**src/rtl/pipe_stall_ctrl_if.sv**
```systemverilog
// Pipeline stall/flush bus between the stage request sources and pipe_stall_ctrl.
// The master side raises requests and consumes StallBus/flush; the slave side is the controller.
interface pipe_stall_ctrl_if #(
  parameter int unsigned CNT_W = 32
);
  logic             stallreq_if;
  logic             stallreq_id;
  logic             stallreq_ex;
  logic             stallreq_dt;
  logic             stallreq_dc;
  logic             stallreq_mem;
  logic             excp_valid;
  logic [31:0]      excp_pc;
  logic [7:0]       stall;
  logic             flush;
  logic [31:0]      flush_pc;
  logic             stall_timeout;
  logic [CNT_W-1:0] bubble_cnt;

  modport master (
    output stallreq_if, stallreq_id, stallreq_ex, stallreq_dt, stallreq_dc, stallreq_mem,
    output excp_valid, excp_pc,
    input  stall, flush, flush_pc, stall_timeout, bubble_cnt
  );

  modport slave (
    input  stallreq_if, stallreq_id, stallreq_ex, stallreq_dt, stallreq_dc, stallreq_mem,
    input  excp_valid, excp_pc,
    output stall, flush, flush_pc, stall_timeout, bubble_cnt
  );
endinterface

```
**src/rtl/pipe_stall_ctrl.sv**
```systemverilog
// Central stall/flush sequencer for the 8-stage pipeline: merges stage stall requests into
// StallBus, defers exception flushes past outstanding data-bus work, tracks watchdog and bubbles.
module pipe_stall_ctrl #(
  parameter int unsigned TIMEOUT_W = 16,
  parameter int unsigned CNT_W     = 32
) (
  input  logic              clk,
  input  logic              resetn,
  pipe_stall_ctrl_if.slave  bus
);

  localparam logic [1:0] RUN        = 2'd0;
  localparam logic [1:0] FLUSH_WAIT = 2'd1;
  localparam logic [1:0] FLUSH      = 2'd2;

  logic [1:0]           state;
  logic [1:0]           state_nxt;
  logic [7:0]           merged;
  logic [7:0]           stall_c;
  logic [31:0]          pc_q;
  logic [TIMEOUT_W-1:0] wd_q;
  logic                 timeout_q;
  logic [CNT_W-1:0]     bubble_q;
  logic                 bus_busy;

  assign bus_busy = bus.stallreq_dc | bus.stallreq_mem;

  // Deepest requesting stage stops itself and everything upstream of it.
  always_comb begin
    merged = '0;
    if      (bus.stallreq_mem) merged = 8'hFF;
    else if (bus.stallreq_dc)  merged = 8'h7F;
    else if (bus.stallreq_dt)  merged = 8'h3F;
    else if (bus.stallreq_ex)  merged = 8'h1F;
    else if (bus.stallreq_id)  merged = 8'h0F;
    else if (bus.stallreq_if)  merged = 8'h03;
  end

  always_comb begin
    stall_c   = '0;
    state_nxt = state;
    case (state)
      RUN: begin
        stall_c = merged;
        if (bus.excp_valid) state_nxt = bus_busy ? FLUSH_WAIT : FLUSH;
      end
      FLUSH_WAIT: begin
        stall_c = '1;
        if (!bus_busy) state_nxt = FLUSH;
      end
      FLUSH:   state_nxt = RUN;
      default: state_nxt = RUN;
    endcase
  end

  assign bus.stall         = resetn ? stall_c : '0;
  assign bus.flush         = (state == FLUSH);
  assign bus.flush_pc      = pc_q;
  assign bus.stall_timeout = timeout_q;
  assign bus.bubble_cnt    = bubble_q;

  always_ff @(posedge clk or negedge resetn) begin
    if (!resetn) begin
      state <= RUN;
      pc_q  <= '0;
    end else begin
      state <= state_nxt;
      // Only RUN accepts an exception, so the first one owns the latch until the flush.
      if (state == RUN && bus.excp_valid) pc_q <= bus.excp_pc;
    end
  end

  always_ff @(posedge clk or negedge resetn) begin
    if (!resetn) begin
      wd_q      <= '0;
      timeout_q <= 1'b0;
    end else if (stall_c[0]) begin
      if (wd_q != '1) wd_q <= wd_q + TIMEOUT_W'(1);
      if (wd_q == '1 || wd_q + TIMEOUT_W'(1) == '1) timeout_q <= 1'b1;
    end else begin
      wd_q <= '0;
    end
  end

  always_ff @(posedge clk or negedge resetn) begin
    if (!resetn) begin
      bubble_q <= '0;
    end else if (state != FLUSH && stall_c[3] && !stall_c[4]) begin
      bubble_q <= bubble_q + CNT_W'(1);
    end
  end

endmodule

```
**src/flat_wrapper.sv**
```systemverilog
// flat-port wrapper written by rule: the top's interface ports become plain ports
module pipe_stall_ctrl_flat 
#(
  parameter int unsigned TIMEOUT_W = 16,
  parameter int unsigned CNT_W     = 32
)
  (clk, resetn, bus_stallreq_if, bus_stallreq_id, bus_stallreq_ex, bus_stallreq_dt, bus_stallreq_dc, bus_stallreq_mem, bus_excp_valid, bus_excp_pc, bus_stall, bus_flush, bus_flush_pc, bus_stall_timeout, bus_bubble_cnt);
  pipe_stall_ctrl_if #(.CNT_W(CNT_W)) bus_i ();
  input  logic clk;
  input  logic resetn;
  input wire logic [$bits(bus_i.stallreq_if)-1:0] bus_stallreq_if;
  input wire logic [$bits(bus_i.stallreq_id)-1:0] bus_stallreq_id;
  input wire logic [$bits(bus_i.stallreq_ex)-1:0] bus_stallreq_ex;
  input wire logic [$bits(bus_i.stallreq_dt)-1:0] bus_stallreq_dt;
  input wire logic [$bits(bus_i.stallreq_dc)-1:0] bus_stallreq_dc;
  input wire logic [$bits(bus_i.stallreq_mem)-1:0] bus_stallreq_mem;
  input wire logic [$bits(bus_i.excp_valid)-1:0] bus_excp_valid;
  input wire logic [$bits(bus_i.excp_pc)-1:0] bus_excp_pc;
  output wire logic [$bits(bus_i.stall)-1:0] bus_stall;
  output wire logic [$bits(bus_i.flush)-1:0] bus_flush;
  output wire logic [$bits(bus_i.flush_pc)-1:0] bus_flush_pc;
  output wire logic [$bits(bus_i.stall_timeout)-1:0] bus_stall_timeout;
  output wire logic [$bits(bus_i.bubble_cnt)-1:0] bus_bubble_cnt;
  assign bus_i.stallreq_if = bus_stallreq_if;
  assign bus_i.stallreq_id = bus_stallreq_id;
  assign bus_i.stallreq_ex = bus_stallreq_ex;
  assign bus_i.stallreq_dt = bus_stallreq_dt;
  assign bus_i.stallreq_dc = bus_stallreq_dc;
  assign bus_i.stallreq_mem = bus_stallreq_mem;
  assign bus_i.excp_valid = bus_excp_valid;
  assign bus_i.excp_pc = bus_excp_pc;
  assign bus_stall = bus_i.stall;
  assign bus_flush = bus_i.flush;
  assign bus_flush_pc = bus_i.flush_pc;
  assign bus_stall_timeout = bus_i.stall_timeout;
  assign bus_bubble_cnt = bus_i.bubble_cnt;
  pipe_stall_ctrl #(.TIMEOUT_W(TIMEOUT_W), .CNT_W(CNT_W)) u_core (.clk(clk), .resetn(resetn), .bus(bus_i));
endmodule
```
**config.mk**
```make
export PLATFORM = sky130hd
export DESIGN_NAME = pipe_stall_ctrl_flat
export DESIGN_NICKNAME = d
export VERILOG_FILES = /design/src/rtl/pipe_stall_ctrl_if.sv /design/src/rtl/pipe_stall_ctrl.sv /design/src/flat_wrapper.sv
export SDC_FILE = /design/constraint.sdc
export NUM_CORES = 1
export LEC_CHECK = 0
export ABC_AREA = 1
export ABC_CLOCK_PERIOD_IN_PS = 1650
export CORE_ASPECT_RATIO = 1.5
export CORE_UTILIZATION = 44
export DETAILED_ROUTE_END_ITERATION = 16
export PLACE_DENSITY = 0.76
export SYNTH_ARGS = -nofsm -noshare
export SYNTH_HDL_FRONTEND = slang
export SYNTH_SLANG_ARGS = --single-unit
export TNS_END_PERCENT = 100
```
**constraint.sdc**
```tcl
create_clock -name clk -period 1.65 [get_ports clk]
set_input_delay 0.33 -clock clk [delete_from_list [all_inputs] [get_ports clk]]
set_output_delay 0.33 -clock clk [all_outputs]
set_load 0.02 [all_outputs]
```
* Word-level counts from Yosys, hierarchy flattened
Cells that the tools add are included.
** Word-level totals
- Bits in writable memories :: 0
- Memories kept :: 0
- Register bits :: 83
- Memory bits (read-only) :: 0
- Bits in latches :: 0
- Bits of input ports :: 41
** Operators by class
- Mux-type cells :: 14
- $mul :: 0
- Div/mod/pow operators :: 0
- Magnitude comparators :: 0
- Add/sub/neg operators :: 2
- Bitwise logic cells :: 1
- Equal/unequal tests :: 9
- Shifts and indexed selects :: 0
- Reduce and logical (&&, ||, !) cells :: 8
** Operators with widths (count)
- $mux W8 :: 6
- $add A32 B1 Y32 const B :: 1
- $eq A16 B16 Y1 const B :: 2
- $mux W16 :: 2
- $add A16 B1 Y16 const B :: 1
- $ne A16 B16 Y1 const B :: 1
- $pmux W8 S2 :: 1
- $mux W2 :: 4
- $ne A2 B2 Y1 const B :: 4
- $pmux W2 S2 :: 1
- $reduce_and A2 Y1 :: 2
- $logic_and A1 B1 Y1 :: 3
- $eq A2 B1 Y1 const B :: 1
- $eq A2 B2 Y1 const B :: 1
- $logic_not A2 Y1 :: 1
- $logic_not A1 Y1 :: 1
- $logic_or A1 B1 Y1 :: 1
- $or A1 B1 Y1 :: 1

* Longest topological paths before layout
- Depth after elaboration :: 9
- Mapped depth :: 12
- Mapped depth without buffers :: 12

* Least setup slack after synthesis
OpenSTA, ideal clock, no wires.
- Path type :: register to output
- Start point :: register u_core.state[0]
- End point :: output bus_stall[1]
- Data arrival time :: 1.437 ns
- Path slack :: -0.117 ns
- Required time :: 1.320 ns
- Buffers on the path :: 1
- Cell stages (with the launch flop) :: 8
- Cell sequence :: dfrtp_1 -> nor2_2 -> nand3_2 -> o21ai_0 -> nand2_1 -> inv_1 -> nor2_1 -> buf_4
** Between the ends
- Longest elaborated chain between the ends :: 3
- Elaborated cells on any way between the ends :: 4
- Classes of those cells :: eq/ne: 1; mux: 2; reduce/logical: 1
** Ends and longest elaborated chain
- from (decl) :: line pipe_stall_ctrl.sv:16 : logic [1:0] state;
- from (signal assigned) :: line pipe_stall_ctrl.sv:67 : state <= state_nxt;
- $eq A2 B1 Y1 / $logic_not A2 Y1 (equally long branches) :: line pipe_stall_ctrl.sv:42 : case (state)
- $pmux W8 S2 * :: line pipe_stall_ctrl.sv:42
- $mux W8 * :: line pipe_stall_ctrl.sv:56 : assign bus.stall = resetn ? stall_c : '0;
- to (decl) :: line flat_wrapper.sv:19 : output wire logic [$bits(bus_i.stall)-1:0] bus_stall;
Every way passes the cells marked *; elsewhere a longest branch is shown, timed or not.

* Worst setup path after layout
- Start point :: register u_core.state[0]
- End point :: output bus_stall[0]
Same word-level chain as after synthesis.

==> results.json <==
{
  "min_period_ns": 1.80,
  "syn-num-nets": 561,
  "portBuffers": 114,
  "synth-xor-area-share_pct": 5.50,
  "crit_required_ns": 1.32,
  "diodes": 0,
  "totalWireLength_um": 11900,
  "slew_headroom_pct": 31.4,
  "ys_seq_area_share_pct": 48.3,
  "dpl.cell_count": 771,
  "clk_pin_slew_ns": 0.06,
  "post-route-drc-count": 0,
  "overflow": 0,
  "place_hpwl_um": 8690,
  "peakVddDrop_uv": 830,
  "grt_pass1_vias": 4131,
  "routabilityCongestion": 0.920,
  "grt_use_total_pct": 24.9,
  "crit_arrival_ns": 1.47,
  "die_width_um": 82.7,
  "async_flop_share_pct": 100,
  "viasPerCell": 5.06,
  "grt_max_degree": 84,
  "yosys_warnings": 0,
  "final_max_slew_viol_count": 0,
  "worstSetupEndpointType": "output port",
  "fin_skew_ns": 0.00701,
  "cts_buffers": 9,
  "finalHoldViolCount": 0,
  "drtPass1Iterations": 4,
  "worstMarginPinSlew_ns": 1.03,
  "timing.fmax_ghz": 0.555,
  "vias": 4019,
  "drive_above_1_share_pct": 21.3,
  "criticalPathCategory": "reg -> out",
  "synth_edf_count": 0,
  "finalCritPeriodShare_pct": 109,
  "placed_area_um2": 5880,
  "dieArea_um2": 10200,
  "fillers": 743,
  "final_cell_count_no_fill": 794,
  "utilization_pct": 68.3,
  "syn_inst": 517,
  "clock_sinks": 83,
  "setup_viol": 30,
  "synth_compound_area_share_pct": 3.49,
  "worstSkewPairLatency_ns": 0.34,
  "root_buffer": "clkbuf_16",
  "rows": 43,
  "grt_pass1_wl_um": 19000,
  "cts_tree": "yes",
  "ant_nets": 0,
  "final_common_cell": "nand2_1",
  "io_pins": 115,
  "violations": "negative setup slack",
  "avgSynthCellArea_um2": 8.32,
  "hp-class": "in -> async",
  "die_h_um": 123,
  "critPathLaunchType": "register",
  "netlist_area_um2": 4300,
  "core_um2": 9360,
  "status": "complete, but fails checks",
  "synth_top_family_by_area": "simple AND/OR/NAND/NOR gates",
  "fin_area_um2": 6400,
  "synthMuxAreaShare_pct": 8.37,
  "drt-initial-drc-count": 210,
  "clockBufferDepth": 2,
  "area_growth_pct": 48.6,
  "synth_simple_gate_area_share_pct": 27.2,
  "initial_core_util_pct": 46.0,
  "synth_seq_cells": 83,
  "layout.nets": 721,
  "fin_ws_ns": -0.152,
  "rsz0062_at_grt": "true",
  "wire_per_inst_um": 14.9,
  "worst-path-max-fanout": 2,
  "p_leak_nw": 3.19,
  "synthFlopType": "dfrtp_1",
  "htree_levels": 3,
  "synth_cell_types": 30,
  "layout_common_cells": "154 x nand2_1, 83 x dfrtp_1, 51 x inv_1",
  "synth_fa_ha_area_share_pct": 0.872,
  "maxCapViolations": 0,
  "power_density_nw_per_um2": 1090,
  "antenna_found_initial": 0
}
layer usage:
layer  share of wire [%]  GRT usage (%)  wire (µm)  vias to the layer above
met5                   0              0          0                        -
li1                    -              -          -                     1962
met3                 5.3           5.54        629                       30
met2                  53           42.8       6320                      118
met1                  38           28.5       4530                     1909
met4                 3.2           12.3        374                        0
per-stage QoR:
step	power, mW	setup TNS, ns	setup WS (ns)	hold WS (ns)
after global routing	7.26	-4.39	-0.217	0.369
final	6.94	-1.75	-0.152	0.264
after global placement	4.61	-21.33	-0.594	0.478
after CTS	6.94	-0.991	-0.148	0.317
after detailed placement	4.66	-24.04	-0.660	0.480
after floorplan	3.62	0	0.0204	0.0344
repair_timing:
| item | 4_1_cts | 5_1_grt |
|---|---|---|
| gates cloned | 1 | 0 |
| setup endpoints to repair | 89 | 67 |
| pin swaps | 5 | 8 |
| hold buffers | 0 | 0 |
| buffers inserted | 5 | 3 |
| resized for setup | 91 | 54 |
flip-flops by register name, indices dropped and copies added (netlist names):
register / count
u_core.bus.bubble_cnt: 32
u_core.bus.stall_timeout: 1
u_core.state: 2
u_core.bus.flush_pc: 32
u_core.wd_q: 16
Yosys cell counts, types with 4 or more instances:
cell type,instances,area (µm²)
nand2_1,161,604
dfrtp_1,83,2080
nor2_1,56,210
inv_1,55,206
mux2_2,32,360
nand3_1,24,120
o21ai_0,20,100
xor2_1,18,158
nor3_1,16,80.1
nand4_1,9,56.3
xnor2_1,9,78.8
buf_2,6,30.0
nand3b_1,4,30.0
worst max-delay path: stages (launching register included):
cell and delay, ns:
dfrtp_1 0.40, nor2_2 0.15, nand3_2 0.11, o21ai_2 0.16, nand2_2 0.08, inv_2 0.07, nor2_2 0.05, buf_6 0.12
path summary, 6_finish.rpt:
kind	cells after the start	to	slack, ns	from
worst max-delay path	7	bus_stall[0]	-0.15	u_core.state[0]
worst min-delay path	2	u_core.bus.flush_pc[23]	0.26	resetn
worst max register to register	9	u_core.bus.bubble_cnt[18]	-0.10	u_core.state[0]
worst min register to register	2	u_core.bus.stall_timeout	0.49	u_core.bus.stall_timeout
max in group asynchronous	2	u_core.bus.bubble_cnt[3]	0.73	resetn
min in group clk	2	u_core.state[1]	0.38	bus_stallreq_dc
final cells by class:
class / instances / area, µm² / area share, %
timing repair buffer: 159 / 1510 / 23.6
sequential: 83 / 2080 / 32.5
tap: 112 / 140 / 2.19
timing repair inverter: 1 / 7.51 / 0.117
clock buffer: 11 / 243 / 3.79
multi-input combinational: 367 / 2110 / 32.9
clock inverter: 5 / 100 / 1.56
inverter: 56 / 214 / 3.35
where the power goes:
part	leakage (nW)	switching, mW	internal [mW]	total (mW)
registers	1.03	0.266	2.38	2.64
logic	1.99	1.05	0.953	2.00
clock network	0.169	0.787	1.51	2.30
total	3.19	2.10	4.84	6.94
kinds of logic after synthesis:
logic type / Yosys count
simple gates: 277
flops: 83
buf+inv: 67
mux: 32
compound gates: 28
xor+xnor: 27
fa+ha+maj: 3
No activity file was read; power rests on OpenSTA's default activity.
